===== src/rtl/reorder_buffer.sv =====
// Circular reorder buffer: hands out rename tags, captures CDB results, commits in order and flushes on mispredict.
// Commit outputs are registered (CDB at edge N commits at edge N+1 at the earliest); a full buffer rejects allocation, rdy=0 freezes all state.
module reorder_buffer #(
  parameter int ROB_SIZE  = 16,
  parameter int ROB_POS_W = 4,
  parameter int REG_W     = 5
) (
  input  logic                 clk,
  input  logic                 rst,
  input  logic                 rdy,
  input  logic                 in_alloc_valid,
  input  logic [REG_W-1:0]     in_alloc_dest_reg,
  input  logic                 in_alloc_is_br,
  input  logic                 in_alloc_pred,
  input  logic [31:0]          in_alloc_pc,
  output logic [ROB_POS_W-1:0] out_alloc_rob,
  output logic                 out_full,
  input  logic                 in_cdb_valid,
  input  logic [ROB_POS_W-1:0] in_cdb_rob,
  input  logic [31:0]          in_cdb_value,
  input  logic                 in_cdb_taken,
  input  logic [31:0]          in_cdb_target,
  input  logic [ROB_POS_W-1:0] in_query_rob1,
  input  logic [ROB_POS_W-1:0] in_query_rob2,
  output logic                 out_query_rdy1,
  output logic                 out_query_rdy2,
  output logic [31:0]          out_query_val1,
  output logic [31:0]          out_query_val2,
  output logic [REG_W-1:0]     out_commit_reg,
  output logic [ROB_POS_W-1:0] out_commit_rob,
  output logic [31:0]          out_commit_value,
  output logic                 out_xbp,
  output logic [31:0]          out_xbp_pc
);
  localparam int CNT_W = ROB_POS_W + 1;

  logic [ROB_SIZE-1:0]  valid_q, valid_d;
  logic [ROB_SIZE-1:0]  ready_q, ready_d;
  logic [ROB_POS_W-1:0] head_q, head_d;
  logic [ROB_POS_W-1:0] tail_q, tail_d;
  logic [CNT_W-1:0]     count_q, count_d;
  logic [REG_W-1:0]     commit_reg_q, commit_reg_d;
  logic [ROB_POS_W-1:0] commit_rob_q, commit_rob_d;
  logic [31:0]          commit_value_q, commit_value_d;
  logic                 xbp_q, xbp_d;
  logic [31:0]          xbp_pc_q, xbp_pc_d;

  logic [REG_W-1:0] dest_q   [ROB_SIZE];
  logic             is_br_q  [ROB_SIZE];
  logic             pred_q   [ROB_SIZE];
  logic [31:0]      pc_q     [ROB_SIZE];
  logic [31:0]      value_q  [ROB_SIZE];
  logic             taken_q  [ROB_SIZE];
  logic [31:0]      target_q [ROB_SIZE];

  logic alloc_fire, wb_fire, commit_fire, mispredict;
  logic cdb_hit1, cdb_hit2;

  assign out_full      = (count_q == CNT_W'(ROB_SIZE));
  assign out_alloc_rob = tail_q;

  assign alloc_fire  = rdy && in_alloc_valid && !out_full && !xbp_q;
  assign wb_fire     = rdy && in_cdb_valid && valid_q[in_cdb_rob] && !ready_q[in_cdb_rob] && !xbp_q;
  assign commit_fire = rdy && valid_q[head_q] && ready_q[head_q] && !xbp_q;
  assign mispredict  = commit_fire && is_br_q[head_q] && (taken_q[head_q] != pred_q[head_q]);

  // The CDB bypass lets a consumer see a result in the same cycle it is broadcast.
  assign cdb_hit1       = in_cdb_valid && (in_cdb_rob == in_query_rob1);
  assign cdb_hit2       = in_cdb_valid && (in_cdb_rob == in_query_rob2);
  assign out_query_rdy1 = (valid_q[in_query_rob1] && ready_q[in_query_rob1]) || cdb_hit1;
  assign out_query_rdy2 = (valid_q[in_query_rob2] && ready_q[in_query_rob2]) || cdb_hit2;
  assign out_query_val1 = cdb_hit1 ? in_cdb_value : value_q[in_query_rob1];
  assign out_query_val2 = cdb_hit2 ? in_cdb_value : value_q[in_query_rob2];

  assign out_commit_reg   = commit_reg_q;
  assign out_commit_rob   = commit_rob_q;
  assign out_commit_value = commit_value_q;
  assign out_xbp          = xbp_q;
  assign out_xbp_pc       = xbp_pc_q;

  always_comb begin
    valid_d        = valid_q;
    ready_d        = ready_q;
    head_d         = head_q;
    tail_d         = tail_q;
    count_d        = count_q;
    commit_reg_d   = '0;
    commit_rob_d   = commit_rob_q;
    commit_value_d = commit_value_q;
    xbp_d          = 1'b0;
    xbp_pc_d       = xbp_pc_q;

    if (wb_fire) ready_d[in_cdb_rob] = 1'b1;

    if (commit_fire) begin
      valid_d[head_q] = 1'b0;
      head_d          = head_q + ROB_POS_W'(1);
      commit_reg_d    = dest_q[head_q];
      commit_rob_d    = head_q;
      commit_value_d  = value_q[head_q];
    end

    if (alloc_fire) begin
      valid_d[tail_q] = 1'b1;
      ready_d[tail_q] = 1'b0;
      tail_d          = tail_q + ROB_POS_W'(1);
    end

    if (alloc_fire && !commit_fire)      count_d = count_q + CNT_W'(1);
    else if (commit_fire && !alloc_fire) count_d = count_q - CNT_W'(1);

    // Flush wins over any allocation or writeback landing on the same edge.
    if (mispredict) begin
      xbp_d    = 1'b1;
      xbp_pc_d = taken_q[head_q] ? target_q[head_q] : pc_q[head_q] + 32'd4;
      valid_d  = '0;
      ready_d  = '0;
      head_d   = '0;
      tail_d   = '0;
      count_d  = '0;
    end
  end

  always_ff @(posedge clk or negedge rst) begin
    if (!rst) begin
      valid_q        <= '0;
      ready_q        <= '0;
      head_q         <= '0;
      tail_q         <= '0;
      count_q        <= '0;
      commit_reg_q   <= '0;
      commit_rob_q   <= '0;
      commit_value_q <= '0;
      xbp_q          <= 1'b0;
      xbp_pc_q       <= '0;
    end else begin
      valid_q        <= valid_d;
      ready_q        <= ready_d;
      head_q         <= head_d;
      tail_q         <= tail_d;
      count_q        <= count_d;
      commit_reg_q   <= commit_reg_d;
      commit_rob_q   <= commit_rob_d;
      commit_value_q <= commit_value_d;
      xbp_q          <= xbp_d;
      xbp_pc_q       <= xbp_pc_d;
    end
  end

  // Payload is qualified by valid/ready, so it needs no reset.
  always_ff @(posedge clk) begin
    if (alloc_fire) begin
      dest_q[tail_q]  <= in_alloc_dest_reg;
      is_br_q[tail_q] <= in_alloc_is_br;
      pred_q[tail_q]  <= in_alloc_pred;
      pc_q[tail_q]    <= in_alloc_pc;
    end
    if (wb_fire) begin
      value_q[in_cdb_rob]  <= in_cdb_value;
      taken_q[in_cdb_rob]  <= in_cdb_taken;
      target_q[in_cdb_rob] <= in_cdb_target;
    end
  end

endmodule


===== config.mk =====
export PLATFORM = sky130hd
export DESIGN_NAME = reorder_buffer
export DESIGN_NICKNAME = d
export VERILOG_FILES = /design/src/rtl/reorder_buffer.sv
export SDC_FILE = /design/constraint.sdc
export NUM_CORES = 2
export LEC_CHECK = 0
export BUFFER_PORTS_ARGS = -buffer_cell sky130_fd_sc_hd__clkbuf_2
export CAP_MARGIN = 5
export CELL_PAD_IN_SITES_DETAIL_PLACEMENT = 2
export CELL_PAD_IN_SITES_GLOBAL_PLACEMENT = 2
export CORE_AREA = 4 4 483 485
export CTS_CLUSTER_SIZE = 40
export DETAILED_ROUTE_END_ITERATION = 10
export DIE_AREA = 0 0 487 489
export GPL_ROUTABILITY_DRIVEN = 0
export GPL_TIMING_DRIVEN = 0
export PLACE_DENSITY = 0.67
export REMOVE_ABC_BUFFERS = 1
export SLEW_MARGIN = 5
export SYNTH_ARGS = -nofsm -noshare
export SYNTH_HDL_FRONTEND = slang
export SYNTH_SLANG_ARGS = --single-unit

===== constraint.sdc =====
create_clock -name clk -period 7.4 [get_ports clk]
set_clock_uncertainty 0.05 [all_clocks]
set_input_delay 1.11 -clock clk [delete_from_list [all_inputs] [get_ports clk]]
set_output_delay 1.11 -clock clk [all_outputs]
set_load 0.02 [all_outputs]

# Word-level counts from Yosys, hierarchy flattened
# Memory sizes are Yosys's and may differ from the RTL's. A register that Yosys moved wholly into a read port is not among the register bits.
# Index checks and enable logic that the tools add are counted.
# Widths: inputs -> output; s select.
dict set report word_totals {
  register_bits 87
  ram_bits 1664
  in_bits 121
  output_inout_bits 145
  wordCells 115
  n_memories 7
}
dict set report classes {
  addsub 5
  order_cmp 8
  eq_ne 4
  n_mux 44
  n_bitwise 6
  n_reduce_logical 32
}
# name depth word_bits rd rd_clocked_by_memory_dff write_ports line
set mem_list {}
lappend mem_list {pc_q 16 32 1 0 1 51} ;# logic [31:0] pc_q [ROB_SIZE];
lappend mem_list {target_q 16 32 1 0 1 54} ;# logic [31:0] target_q [ROB_SIZE];
lappend mem_list {value_q 16 32 3 1 1 52} ;# logic [31:0] value_q [ROB_SIZE];
lappend mem_list {dest_q 16 5 1 0 1 48} ;# logic [REG_W-1:0] dest_q [ROB_SIZE];
lappend mem_list {is_br_q 16 1 1 0 1 49} ;# logic is_br_q [ROB_SIZE];
lappend mem_list {pred_q 16 1 1 0 1 50} ;# logic pred_q [ROB_SIZE];
lappend mem_list {{1 more memories} -- -- -- -- -- --}
# cell count
set ops {}
lappend ops {{$mux 16} 6}
lappend ops {{$mux 32} 3}
lappend ops {{$add 32x3->32 const B} 1}
lappend ops {{$and 16x16->16} 2}
lappend ops {{$bmux 1 s4} 8}
lappend ops {{$not 16->16} 2}
lappend ops {{$or 16x16->16} 2}
lappend ops {{$lt 4x5->1 const B} 5}
lappend ops {{$logic_and 1x1->1} 21}
lappend ops {{$mux 5} 4}
lappend ops {{$mux 1} 16}
lappend ops {{$mux 4} 4}
lappend ops {{$demux 1 s4} 3}
lappend ops {{$ge 4x1->1 const B} 3}
lappend ops {{$add 4x1->4 const B} 2}
lappend ops {{$eq 4x4->1} 2}
lappend ops {{$logic_not 1->1} 6}
lappend ops {{$add 5x1->5 const B} 1}
lappend ops {{$eq 5x5->1 const B} 1}
lappend ops {{$sub 5x1->5 const B} 1}
lappend ops {{$reduce_bool 2->1} 2}
lappend ops {{$reduce_bool 3->1} 1}
lappend ops {{$logic_or 1x1->1} 2}
lappend ops {{$ne 1x1->1} 1}

# Logic depth before layout (Yosys ltp)
dict set report depth {
  word_depth 10
  mapped_depth 19
  depth_no_buf 12
}

# Least setup slack after synthesis
# Ideal clock, no wire load.
dict set report synth_timing {
  path_kind {input to register}
  from {input in_cdb_rob[1]}
  to {memory taken_q[1] (enable)}
  setup_time_ps 584
  t_arrival_ps 7021
  required_ps 6766
  path_slack_ps -255
  cell_stages 7
  path_buffers 1
  path_cell_list {clkbuf_1 o311ai_0 o311a_1 o21ai_0 a21oi_1 nor2b_1 nor3b_1}
}
dict set report synth_via {
  elab_chain_cells 7
  elab_cells_between_ends 10
  cone_classes {mux: 6; reduce/logical: 4}
}
# item line
set synth_lines {}
lappend synth_lines {{start, declared} 19} ;# input logic [ROB_POS_W-1:0] in_cdb_rob,
lappend synth_lines {{$bmux 1 s4} 63} ;# assign wb_fire = rdy && in_cdb_valid && valid_q[in_cdb_rob] && !ready_q[in_cdb_rob] && !xbp_q;
lappend synth_lines {{$mux 1 (not written as such)} 63}
lappend synth_lines {{$logic_and 1x1->1 or $logic_not 1->1 (tied branches)} 63}
lappend synth_lines {{$logic_and 1x1->1 (2 in a row)} 63}
lappend synth_lines {{$mux 1} 158} ;# if (wb_fire) begin
lappend synth_lines {{$mux 1 (not written as such)} 160} ;# taken_q[in_cdb_rob] <= in_cdb_taken;
lappend synth_lines {{end, declared} 53} ;# logic taken_q [ROB_SIZE];
# Several ways; a longest one is shown, not always the timed one. The select of a mux whose other input is x is not followed.

# Final worst setup path
dict set report layout_timing {
  from {register head_q[3]}
  to {register xbp_pc_q[15] (netlist: out_xbp_pc[15])}
}
dict set report layout_via {
  elab_chain_cells 7
  elab_cells_between_ends 17
  cone_classes {add/sub: 1; eq/ne: 1; mux: 5; reduce/logical: 5; memory: 5}
}
# item line
set layout_lines {}
lappend layout_lines {{start, declared} 39} ;# logic [ROB_POS_W-1:0] head_q, head_d;
lappend layout_lines {{start signal, assigned} 128} ;# head_q <= '0;
lappend layout_lines {{start signal, assigned} 139} ;# head_q <= head_d;
lappend layout_lines {{parallel branches: the longest is 7 deep, another holds $mem_v2 16x32} --}
lappend layout_lines {{end signal, assigned} 146} ;# xbp_pc_q <= xbp_pc_d;
lappend layout_lines {{end, declared} 46} ;# logic [31:0] xbp_pc_q, xbp_pc_d;
# Several ways; the timed one is not identified. The select of a mux whose other input is x is not followed.
# A chain may end at the register's enable or synchronous reset.

==> impl_metrics.json <==
{
  "outcome": "complete, no violations",
  "fin_tns_setup_ps": 0,
  "synth_top_family_by_area": "multiplexers",
  "drt_iter0_markers": 4220,
  "vias": 40800,
  "cts_tree": "done",
  "portBuffers": 265,
  "syn_to_final_growth_pct": 17.8,
  "fmax_mhz": 166,
  "finalHoldViolCount": 0,
  "synthMuxAreaShare_pct": 25.9,
  "cts_made_buffers": 188,
  "fillers": 21000,
  "cts_max_level": 4,
  "grt_max_degree": 82,
  "grt_overflow": 0,
  "crit_fanout": 48,
  "grt_first_pass_wirelength_mm": 353,
  "worstPathRequired_ps": 8070,
  "ys_warn_count": 0,
  "syn_area_per_cell_um2": 22.3,
  "ys_seq_area_share_pct": 68.4,
  "clockBufferDepth": 3,
  "placed_cells": 6718,
  "fin_nets": 4017,
  "synth_edf_count": 1664,
  "relSlewSlack_pct": 27.5,
  "synth_compound_area_share_pct": 1.44,
  "r2r_slack_ps": 1370,
  "synth_xor_area_share_pct": 0.507,
  "grt_pass1_vias": 44800,
  "synthAdderAreaFrac_pct": 0.236,
  "core_area_um2": 229000,
  "cts_root_buf": "clkbuf_16",
  "drtAntennaViolNets": 0,
  "hp-class": "in -> async",
  "routed_via_density": 5.76,
  "netlist_area_um2": 77400,
  "path_clk_slew_ps": 60,
  "arrival_ps": 6700,
  "ys_ff_latch": 1783,
  "r2r_cells": 12,
  "setup_viol": 0,
  "peakVddDrop_v": 0.000192,
  "yosys.area_share.simple_pct": 1.75,
  "final_util_pct": 39.8,
  "wl_per_cell_um": 34.8,
  "regArea_um2": 53000,
  "reg_top3": "pc_q x512, target_q x512, value_q x512",
  "path_class": "reg -> reg",
  "finalPower_w": 0.0285,
  "async_flop_share_pct": 6.67,
  "ys_types": 67,
  "p_per_area_nw_per_um2": 313,
  "static-leakage-power_nw": 29.2,
  "fin_crit_ps": 6030,
  "antenna_found_initial": 48,
  "worst_pin_slew_ps": 1090,
  "grt_usage_pct": 20.7,
  "die_y_um": 489,
  "r2r_start": "head_q[3]",
  "io-pin-count": 266,
  "clock_latency_ps": 820,
  "rr_endpoint": "out_xbp_pc[15]",
  "syn_inst": 3466,
  "cp-end-kind": "flop",
  "ctsResizeCount": 0,
  "rsz0062_at_grt": "no",
  "drive_above_1_share_pct": 42.6,
  "slew_viol_final": 0,
  "drt_first_pass_iters": 6,
  "start_util_pct": 33.8,
  "die-area_um2": 238000,
  "multi_input_area_um2": 23300,
  "min_period_over_period_pct": 81.5,
  "hpwl_mm": 158,
  "maxCapViolations": 0,
  "postCtsSetupRepairBufs": 0,
  "cts.sink_count": 1783,
  "rows": 176,
  "synth_ff_type": "edfxtp_1",
  "final_cells": 7088,
  "postCtsHoldBufs": 0,
  "route.detailed.drc": 0,
  "wl_mm": 246,
  "startpoint_type": "flop",
  "die_x_um": 487
}
worst max path at each step:
stage,depth (start not counted),start,to,slack [ps]
5_1_grt,12,head_q[3],out_xbp_pc[15],1150
3_5_place_dp,12,head_q[3],out_xbp_pc[15],1410
3_3_place_gp,8,head_q[0],out_xbp_pc[15],-31550
4_1_cts,12,head_q[3],out_xbp_pc[15],1390
6_report,12,head_q[3],out_xbp_pc[15],1370
2_1_floorplan,8,head_q[0],out_xbp_pc[15],-14620
layout by cell type (no fill, tap or decap), types with 23 or more instances in the layout:
| cell | n |
|---|---|
| a21oi_1 | 23 |
| a22oi_1 | 42 |
| buf_12 | 41 |
| buf_16 | 61 |
| buf_4 | 48 |
| buf_6 | 40 |
| clkbuf_1 | 47 |
| clkbuf_16 | 190 |
| clkbuf_2 | 256 |
| clkinv_1 | 33 |
| clkinv_2 | 32 |
| dfrtp_1 | 116 |
| edfxtp_1 | 1664 |
| mux2_2 | 99 |
| mux4_2 | 816 |
| nand2_1 | 97 |
| o21ai_0 | 41 |
| xor2_1 | 33 |
synthesized netlist by cell type (all sizes together), types with 15 or more instances:
master | instances | share of area (%)
edfxtp | 1664 | 65
mux4 | 830 | 24
buf | 135 | 1.1
dfrtp | 119 | 3.8
clkbuf | 102 | 0.50
nand2 | 102 | 0.51
mux2 | 99 | 1.4
a22oi | 43 | 0.42
o21ai | 43 | 0.28
xor2 | 33 | 0.37
inv | 29 | 0.14
nor2 | 29 | 0.14
a21oi | 23 | 0.15
nand3 | 23 | 0.18
mux2i | 21 | 0.27
nor2b | 16 | 0.13
o211a | 16 | 0.21
nand4 | 15 | 0.15
metal layers:
metal / vias up / wire [um] / track usage, %
met1: 22700 / 99700 / 27.7
met4: 26 / 7310 / 6.41
met5: - / 161 / 0
li1: 15900 / - / -
met2: 1740 / 122000 / 33.9
met3: 414 / 17200 / 4.44
kinds of logic after synthesis:
logic type / after synthesis
and+or+nand+nor: 251
muxes: 950
buffers and inverters: 267
xor gates and xnor gates: 44
AOI/OAI and AO/OA: 157
adders and majority gates: 14
DFF: 1783
cell type report:
class | instances | area share [%]
Timing Repair Buffer | 463 | 5.27
Clock buffer | 247 | 5.56
Multi-Input combinational cell | 1416 | 25.5
Antenna cell | 16 | 0.0439
Clock inverter | 107 | 1.21
Tap cell | 3026 | 4.15
Inverter | 30 | 0.176
Sequential cell | 1783 | 58.1
metrics by stage:
stage	worst slack, ps	hold WS (ps)	instance area [um^2]
global route	1150	192	91200
finish	1370	213	91200
detailed placement	1410	423	85000
CTS	1390	181	91200
floorplan	-14620	454	76200
global placement	-31550	408	81300
worst max-delay path, stage by stage, from the launching register on:
cell and delay, ps:
dfrtp_1 760, inv_8 760, mux4_2 420, mux2i_1 260, a22oi_2 320, buf_8 260, buf_8 160, and2b_1 250
nand2_4 220, buf_16 270, inv_2 810, nand2_1 830, o211ai_1 440
report_power, final:
part	internal (W)	switching [W]	leakage, nW
Combinational	0.00338	0.00370	9.68
Sequential	0.0115	0.000377	16.5
Clock	0.00550	0.00409	3.01
Total	0.0204	0.00817	29.2
Power figures use the tool's default switching activity.
